## config.mk

```make
export PLATFORM = sky130hd
export DESIGN_NAME = id_ex_stage_flat
export DESIGN_NICKNAME = d
export VERILOG_FILES = /design/src/rtl/id_ex_stage_if.sv /design/src/rtl/id_ex_stage.sv /design/src/flat_wrapper.sv
export SDC_FILE = /design/constraint.sdc
export NUM_CORES = 1
export LEC_CHECK = 0
export ABC_AREA = 1
export CAP_MARGIN = 25
export CORE_MARGIN = 3
export CORE_UTILIZATION = 40
export CTS_CLUSTER_DIAMETER = 120
export CTS_CLUSTER_SIZE = 8
export DETAILED_ROUTE_END_ITERATION = 10
export PLACE_DENSITY_LB_ADDON = 0.1
export SLEW_MARGIN = 10
export SYNTH_ARGS = -nofsm -noshare
export SYNTH_HDL_FRONTEND = slang
export SYNTH_SLANG_ARGS = --single-unit
```

## constraint.sdc

```tcl
create_clock -name clk -period 1.74 [get_ports clk]
set_input_delay 0.261 -clock clk [delete_from_list [all_inputs] [get_ports clk]]
set_output_delay 0.261 -clock clk [all_outputs]
set_load 0.03 [all_outputs]
```

## src/rtl/id_ex_stage_if.sv

```systemverilog
// rtl/id_ex_stage_if.sv - fetch, register-file and execute-side signals of the ID/EX stage
interface id_ex_stage_if;
    logic        if_valid;
    logic [15:0] if_instr;
    logic        if_ready;
    logic [3:0]  rf_raddr1;
    logic [3:0]  rf_raddr2;
    logic [15:0] rf_rdata1;
    logic [15:0] rf_rdata2;
    logic        ex_stall;
    logic        flush;
    logic        ex_valid;
    logic [3:0]  ex_opcode;
    logic [15:0] ex_A;
    logic [15:0] ex_B;
    logic [7:0]  ex_I;
    logic [3:0]  ex_rd;
    logic        ex_wr_en;
    logic        ex_mem_rd;
    logic        ex_mem_wr;
    logic        halted;

    modport master (
        output if_valid, if_instr, rf_rdata1, rf_rdata2, ex_stall, flush,
        input  if_ready, rf_raddr1, rf_raddr2, ex_valid, ex_opcode, ex_A, ex_B,
               ex_I, ex_rd, ex_wr_en, ex_mem_rd, ex_mem_wr, halted
    );

    modport slave (
        input  if_valid, if_instr, rf_rdata1, rf_rdata2, ex_stall, flush,
        output if_ready, rf_raddr1, rf_raddr2, ex_valid, ex_opcode, ex_A, ex_B,
               ex_I, ex_rd, ex_wr_en, ex_mem_rd, ex_mem_wr, halted
    );
endinterface

```

## src/rtl/id_ex_stage.sv

```systemverilog
// rtl/id_ex_stage.sv - instruction decode and ID/EX register feeding the 16-bit ALU
module id_ex_stage (
    input logic          clk,
    input logic          rst_n,
    id_ex_stage_if.slave bus
);
    localparam logic [3:0] OP_LW  = 4'b1000;
    localparam logic [3:0] OP_SW  = 4'b1001;
    localparam logic [3:0] OP_PCS = 4'b1110;
    localparam logic [3:0] OP_HLT = 4'b1111;

    typedef enum logic {ST_RUN, ST_HALT} state_t;

    state_t state_q, state_d;

    logic [3:0] opcode, fld_rd, fld_rs, fld_rt;
    logic [3:0] dec_raddr1, dec_raddr2;
    logic [7:0] dec_imm;
    logic       dec_wr_en, dec_mem_rd, dec_mem_wr, dec_use_raddr2;
    logic       hazard, ready, transfer, halted;

    logic        ex_valid_q;
    logic [3:0]  ex_opcode_q;
    logic [15:0] ex_a_q, ex_b_q;
    logic [7:0]  ex_i_q;
    logic [3:0]  ex_rd_q;
    logic        ex_wr_en_q, ex_mem_rd_q, ex_mem_wr_q;

    assign opcode = bus.if_instr[15:12];
    assign fld_rd = bus.if_instr[11:8];
    assign fld_rs = bus.if_instr[7:4];
    assign fld_rt = bus.if_instr[3:0];

    always_comb begin
        dec_raddr1     = fld_rs;
        dec_raddr2     = 4'd0;
        dec_imm        = 8'd0;
        dec_wr_en      = 1'b1;
        dec_mem_rd     = 1'b0;
        dec_mem_wr     = 1'b0;
        dec_use_raddr2 = 1'b0;
        case (opcode)
            4'b0000, 4'b0001, 4'b0010, 4'b0011, 4'b0111: begin
                dec_raddr2     = fld_rt;
                dec_use_raddr2 = 1'b1;
            end
            4'b0100, 4'b0101, 4'b0110: begin
                dec_imm = {4'b0000, fld_rt};
            end
            OP_LW: begin
                dec_imm    = {{4{fld_rt[3]}}, fld_rt};
                dec_mem_rd = 1'b1;
            end
            // SW reads rd on port 2 so the store data rides on ex_B
            OP_SW: begin
                dec_raddr2     = fld_rd;
                dec_imm        = {{4{fld_rt[3]}}, fld_rt};
                dec_wr_en      = 1'b0;
                dec_mem_wr     = 1'b1;
                dec_use_raddr2 = 1'b1;
            end
            4'b1010, 4'b1011: begin
                dec_raddr1 = fld_rd;
                dec_imm    = bus.if_instr[7:0];
            end
            4'b1100, 4'b1101, OP_PCS: begin
                dec_imm   = bus.if_instr[7:0];
                dec_wr_en = (opcode == OP_PCS);
            end
            default: begin
                dec_raddr1 = 4'd0;
                dec_wr_en  = 1'b0;
            end
        endcase
    end

    // The loaded value only exists after execute's memory access, so stall one cycle
    always_comb begin
        hazard = 1'b0;
        if (ex_valid_q && ex_mem_rd_q && (ex_rd_q != 4'd0)) begin
            hazard = (ex_rd_q == dec_raddr1) ||
                     (dec_use_raddr2 && (ex_rd_q == dec_raddr2));
        end
    end

    assign ready    = !halted && !bus.ex_stall && !hazard && !bus.flush;
    assign transfer = bus.if_valid && ready;

    always_ff @(posedge clk or negedge rst_n) begin
        if (!rst_n) begin
            state_q <= ST_RUN;
        end else begin
            state_q <= state_d;
        end
    end

    // transfer is already blocked by flush, so a flushed HLT never halts
    always_comb begin
        state_d = state_q;
        case (state_q)
            ST_RUN:  if (transfer && (opcode == OP_HLT)) state_d = ST_HALT;
            ST_HALT: state_d = ST_HALT;
            default: state_d = ST_RUN;
        endcase
    end

    always_comb begin
        halted = 1'b0;
        case (state_q)
            ST_HALT: halted = 1'b1;
            default: halted = 1'b0;
        endcase
    end

    always_ff @(posedge clk or negedge rst_n) begin
        if (!rst_n) begin
            ex_valid_q  <= 1'b0;
            ex_opcode_q <= 4'd0;
            ex_a_q      <= 16'd0;
            ex_b_q      <= 16'd0;
            ex_i_q      <= 8'd0;
            ex_rd_q     <= 4'd0;
            ex_wr_en_q  <= 1'b0;
            ex_mem_rd_q <= 1'b0;
            ex_mem_wr_q <= 1'b0;
        end else if (bus.flush) begin
            ex_valid_q <= 1'b0;
        end else if (!bus.ex_stall) begin
            if (transfer) begin
                ex_valid_q  <= 1'b1;
                ex_opcode_q <= opcode;
                ex_a_q      <= bus.rf_rdata1;
                ex_b_q      <= bus.rf_rdata2;
                ex_i_q      <= dec_imm;
                ex_rd_q     <= fld_rd;
                ex_wr_en_q  <= dec_wr_en;
                ex_mem_rd_q <= dec_mem_rd;
                ex_mem_wr_q <= dec_mem_wr;
            end else begin
                ex_valid_q <= 1'b0;
            end
        end
    end

    assign bus.if_ready  = ready;
    assign bus.rf_raddr1 = dec_raddr1;
    assign bus.rf_raddr2 = dec_raddr2;
    assign bus.ex_valid  = ex_valid_q;
    assign bus.ex_opcode = ex_opcode_q;
    assign bus.ex_A      = ex_a_q;
    assign bus.ex_B      = ex_b_q;
    assign bus.ex_I      = ex_i_q;
    assign bus.ex_rd     = ex_rd_q;
    assign bus.ex_wr_en  = ex_wr_en_q;
    assign bus.ex_mem_rd = ex_mem_rd_q;
    assign bus.ex_mem_wr = ex_mem_wr_q;
    assign bus.halted    = halted;
endmodule

```

## src/flat_wrapper.sv

```systemverilog
// flat-port wrapper written by rule: the top's interface ports become plain ports
module id_ex_stage_flat 
  (clk, rst_n, bus_if_valid, bus_if_instr, bus_rf_rdata1, bus_rf_rdata2, bus_ex_stall, bus_flush, bus_if_ready, bus_rf_raddr1, bus_rf_raddr2, bus_ex_valid, bus_ex_opcode, bus_ex_A, bus_ex_B, bus_ex_I, bus_ex_rd, bus_ex_wr_en, bus_ex_mem_rd, bus_ex_mem_wr, bus_halted);
  id_ex_stage_if bus_i ();
  input logic clk;
  input logic rst_n;
  input wire logic [$bits(bus_i.if_valid)-1:0] bus_if_valid;
  input wire logic [$bits(bus_i.if_instr)-1:0] bus_if_instr;
  input wire logic [$bits(bus_i.rf_rdata1)-1:0] bus_rf_rdata1;
  input wire logic [$bits(bus_i.rf_rdata2)-1:0] bus_rf_rdata2;
  input wire logic [$bits(bus_i.ex_stall)-1:0] bus_ex_stall;
  input wire logic [$bits(bus_i.flush)-1:0] bus_flush;
  output wire logic [$bits(bus_i.if_ready)-1:0] bus_if_ready;
  output wire logic [$bits(bus_i.rf_raddr1)-1:0] bus_rf_raddr1;
  output wire logic [$bits(bus_i.rf_raddr2)-1:0] bus_rf_raddr2;
  output wire logic [$bits(bus_i.ex_valid)-1:0] bus_ex_valid;
  output wire logic [$bits(bus_i.ex_opcode)-1:0] bus_ex_opcode;
  output wire logic [$bits(bus_i.ex_A)-1:0] bus_ex_A;
  output wire logic [$bits(bus_i.ex_B)-1:0] bus_ex_B;
  output wire logic [$bits(bus_i.ex_I)-1:0] bus_ex_I;
  output wire logic [$bits(bus_i.ex_rd)-1:0] bus_ex_rd;
  output wire logic [$bits(bus_i.ex_wr_en)-1:0] bus_ex_wr_en;
  output wire logic [$bits(bus_i.ex_mem_rd)-1:0] bus_ex_mem_rd;
  output wire logic [$bits(bus_i.ex_mem_wr)-1:0] bus_ex_mem_wr;
  output wire logic [$bits(bus_i.halted)-1:0] bus_halted;
  assign bus_i.if_valid = bus_if_valid;
  assign bus_i.if_instr = bus_if_instr;
  assign bus_i.rf_rdata1 = bus_rf_rdata1;
  assign bus_i.rf_rdata2 = bus_rf_rdata2;
  assign bus_i.ex_stall = bus_ex_stall;
  assign bus_i.flush = bus_flush;
  assign bus_if_ready = bus_i.if_ready;
  assign bus_rf_raddr1 = bus_i.rf_raddr1;
  assign bus_rf_raddr2 = bus_i.rf_raddr2;
  assign bus_ex_valid = bus_i.ex_valid;
  assign bus_ex_opcode = bus_i.ex_opcode;
  assign bus_ex_A = bus_i.ex_A;
  assign bus_ex_B = bus_i.ex_B;
  assign bus_ex_I = bus_i.ex_I;
  assign bus_ex_rd = bus_i.ex_rd;
  assign bus_ex_wr_en = bus_i.ex_wr_en;
  assign bus_ex_mem_rd = bus_i.ex_mem_rd;
  assign bus_ex_mem_wr = bus_i.ex_mem_wr;
  assign bus_halted = bus_i.halted;
  id_ex_stage u_core (.clk(clk), .rst_n(rst_n), .bus(bus_i));
endmodule
```

==> impl_results.md, run 1 <==
- Starting DRT DRC Count: 153
- HP Class: in2reg
- Unrepaired setup endpoints after global routing: yes
- Post-DRT Antenna Nets: 0
- H-Tree Depth: 2
- Cell Rows: 29
- Grt ovf: 0
- Startpoint Class: primary input
- Crit path kind: in2out
- Crit path max fanout: 5
- Commonest non-fill, non-tap cell in the layout: nand2_1
- Final setup viols: 51
- Largest family of logic cells by synthesized area: simple AND/OR/NAND/NOR gates
- Status: finished with violations
- Synth top area share: 49.9%
- Iteration count of the initial detailed-routing pass: 4
- Logic pwr share: 22.5%
- Area grow syn2layout: 67.4%
- Netlist Area Pre-Place: 2660 µm²
- Die Y: 87.6 µm
- # clock sinks: 53
- GP Congestion: 0.921
- WL/cell: 15.1 µm
- Synth Area in Adders: 0%
- N_diodes: 0
- Clock buffer depth: 2
- LEAKAGE: 2.27 nW
- Internal Power: 1.82 mW
- Final period util: 105%
- Clock Pin Slew Worst Setup and Hold Paths: 100 ps
- Total wire length: 8640 µm
- Mapped Nets: 400
- Slew HR: 70.2%
- Total Power: 2.57 mW
- Synth Area in XOR/XNOR: 0%
- Crit path capture type: primary output
- Vias: 2950
- GRT Util Overall: 23.0%
- Area of the core: 6390 µm²
- Commonest non-fill, non-tap cells in the layout: 133 x nand2_1, 84 x clkdlybuf4s50_1, 52 x nand4_1, 51 x dfrtp_1, 44 x buf_4
- Initial antenna violation count: 0
- HP Start: bus_if_instr[13]
- R2r setup slk: 0 ps
- Fin. Hold Viols: 0
- Yosys cell types: 22
- Failing checks: setup timing
- Vias per Instance: 5.17
- Syn. warnings: 0
- HPWL after DPL: 6120 µm
- First-pass GRT wire length: 13900 µm
- Slew @ Worst Pin: 444 ps
- Compound-gate portion of the synthesized area: 3.90%
- Fin. max-slew vios: 0
- Critical Path Source: bus_flush
- Final Hold Slack: 196 ps
- Nets: 546
- Critical path endpoint: bus_if_ready
- VDD IR max: 0.403 mV
- Fin crit period: 1820 ps
- Final worst slack: -82.5 ps
- Fraction of layout cells with a size suffix above 1: 21.9%
- Fmax: 0.549 GHz
- Flops & latches, synth: 53
- NetSw: 0.752 mW
- Top post-synthesis cells by area: dfrtp_1 50%, nand2_1 20%, nand4_1 12%, nand3_1 3.8%, inv_1 3.2%
- Largest net degree at the start of global routing: 54
- Clock Root Buffer: clkbuf_8
- Die width: 87.6 µm
- CTS Buf Count: 5
- Vias in the first global route: 2843
- Power share of the clock group: 27.9%
- Fin cells: 571
- Cell count after synthesis: 347
- Inst Count DP: 554
- Post-synthesis sequential area ratio: 49.9%
- Port Buffers: 114
- Number of max-cap violations: 0
- Syn avg cell area: 7.67 µm²
- Pwr dens: 577 nW/µm²
- Simple-gate share of the synthesized area: 39.4%
- Initial cell density of the core: 41.7%
- WP data required: 1480 ps
- RR Endpoint: u_core.bus.ex_A[14]$_DFFE_PN0P_
- Largest area contributor in the netlist: dfrtp_1
- Die Area: 7670 µm²
- WP data arrival: 1560 ps
- Sw frac: 29.3%
- Sequential power share: 49.7%
- Worst skew pair latency: 310 ps
- # IOs: 115
- Post-place setup slack: -719 ps
- # DRC: 0
- Multiplexer area fraction after synthesis: 0%
- Setup tns final: -959 ps
- Reg2Reg Depth: 12
- Reg2reg start: u_core.bus.ex_rd[3]$_DFFE_PN0P_
- CTS tree: yes
- Final Skew: 5.26 ps
## worst min-delay path by stage
stage	end	depth (start not counted)
finish	u_core.bus.ex_opcode[1]$_DFFE_PN0P_	3
global route	u_core.bus.ex_opcode[1]$_DFFE_PN0P_	3
CTS	u_core.bus.ex_opcode[1]$_DFFE_PN0P_	3
detailed placement	u_core.bus.ex_I[5]$_DFFE_PN0P_	2
global placement	u_core.bus.ex_I[2]$_DFFE_PN0P_	2
floorplan	u_core.bus.ex_A[0]$_DFFE_PN0P_	0
## worst max-delay path, cell delays in order
cell and delay (ps):
clkdlybuf4s50_1 440, nor3_2 430, a21boi_2 280, buf_6 150
## metrics by stage
step	area (µm²)	util [%]
after floorplan	2740	-
after global placement	4150	64.9
after detailed placement	4150	64.9
after CTS	4360	68.2
after global routing	4450	69.7
final	4450	69.7
## cell usage after synthesis
library cell,count
nor2_2,1
o21ai_0,7
a41oi_1,1
nand4_1,52
nand3_2,2
o2111ai_1,1
inv_1,23
nand3_1,20
a31oi_1,1
inv_2,1
nand3b_1,1
dfrtp_1,53
o22ai_1,2
nand2_2,1
nor2_1,13
a21boi_0,1
buf_2,10
o211ai_1,2
nor3_1,1
nand2_1,141
a21oi_1,2
clkbuf_1,11
## power by group through the flow
stage | registers (mW) | clock network, mW | logic [mW]
2_1_floorplan | 1.36 | 0 | 0.165
3_3_place_gp | 1.30 | 0 | 0.547
3_5_place_dp | 1.30 | 0 | 0.549
4_1_cts | 1.28 | 0.738 | 0.574
5_1_grt | 1.28 | 0.786 | 0.624
6_report | 1.28 | 0.717 | 0.577
## final cells by class
| cell class | instances | area (µm²) |
|---|---|---|
| inverters | 24 | 90.1 |
| clock buffers | 6 | 72.6 |
| well taps | 77 | 96.3 |
| flip-flops and latches | 53 | 1330 |
| repair buffers | 160 | 1540 |
| clock inverters | 2 | 13.8 |
| multi-input cells | 249 | 1320 |
| fillers | 546 | 1930 |
## routing by layer
| layer | track usage [%] | part of all wire [%] | routed length (µm) |
|---|---|---|---|
| met5 | 0 | 0 | 0 |
| met4 | 5.30 | 0.94 | 81 |
| met3 | 6.02 | 7.2 | 621 |
| met2 | 37.5 | 47 | 4030 |
| met1 | 30.8 | 45 | 3910 |
## kinds of logic (layout without fill, tap and decap cells)
| group | count (synthesis) | in the layout |
|---|---|---|
| AOI/OAI and AO/OA | 17 | 17 |
| and+or+nand+nor | 232 | 232 |
| DFF | 53 | 53 |
| buffers and inverters | 45 | 192 |
## registers in the layout, indices dropped and copies added, names as in the netlist
name	flops
u_core.bus.ex_A	16
u_core.bus.ex_B	16
u_core.bus.ex_I	8
u_core.bus.ex_opcode	4
u_core.bus.ex_rd	4
u_core.bus.ex_mem_rd	1
u_core.bus.ex_mem_wr	1
u_core.bus.ex_valid	1
u_core.bus.ex_wr_en	1
u_core.state_q	1
## repair_timing
action | 4_1_cts | 5_1_grt
pin swaps | 15 | 9
hold buffers | 1 | 0
hold endpoints to repair | 53 | 0
cloned | 0 | 2
setup buffers | 6 | 0
resized for setup | 62 | 17
setup endpoints to repair | 62 | 57
Note: power is estimated with default switching activity, not from simulation.
==> run 2, diff against run 1 <==
--- a/config.mk
+++ b/config.mk
@@ -13,7 +13,6 @@
 export CTS_CLUSTER_SIZE = 8
 export DETAILED_ROUTE_END_ITERATION = 10
 export PLACE_DENSITY_LB_ADDON = 0.1
-export SLEW_MARGIN = 10
 export SYNTH_ARGS = -nofsm -noshare
 export SYNTH_HDL_FRONTEND = slang
 export SYNTH_SLANG_ARGS = --single-unit
==> results of run 2 <==
No change in the layout: final DEF, timing and power equal those of run 1.
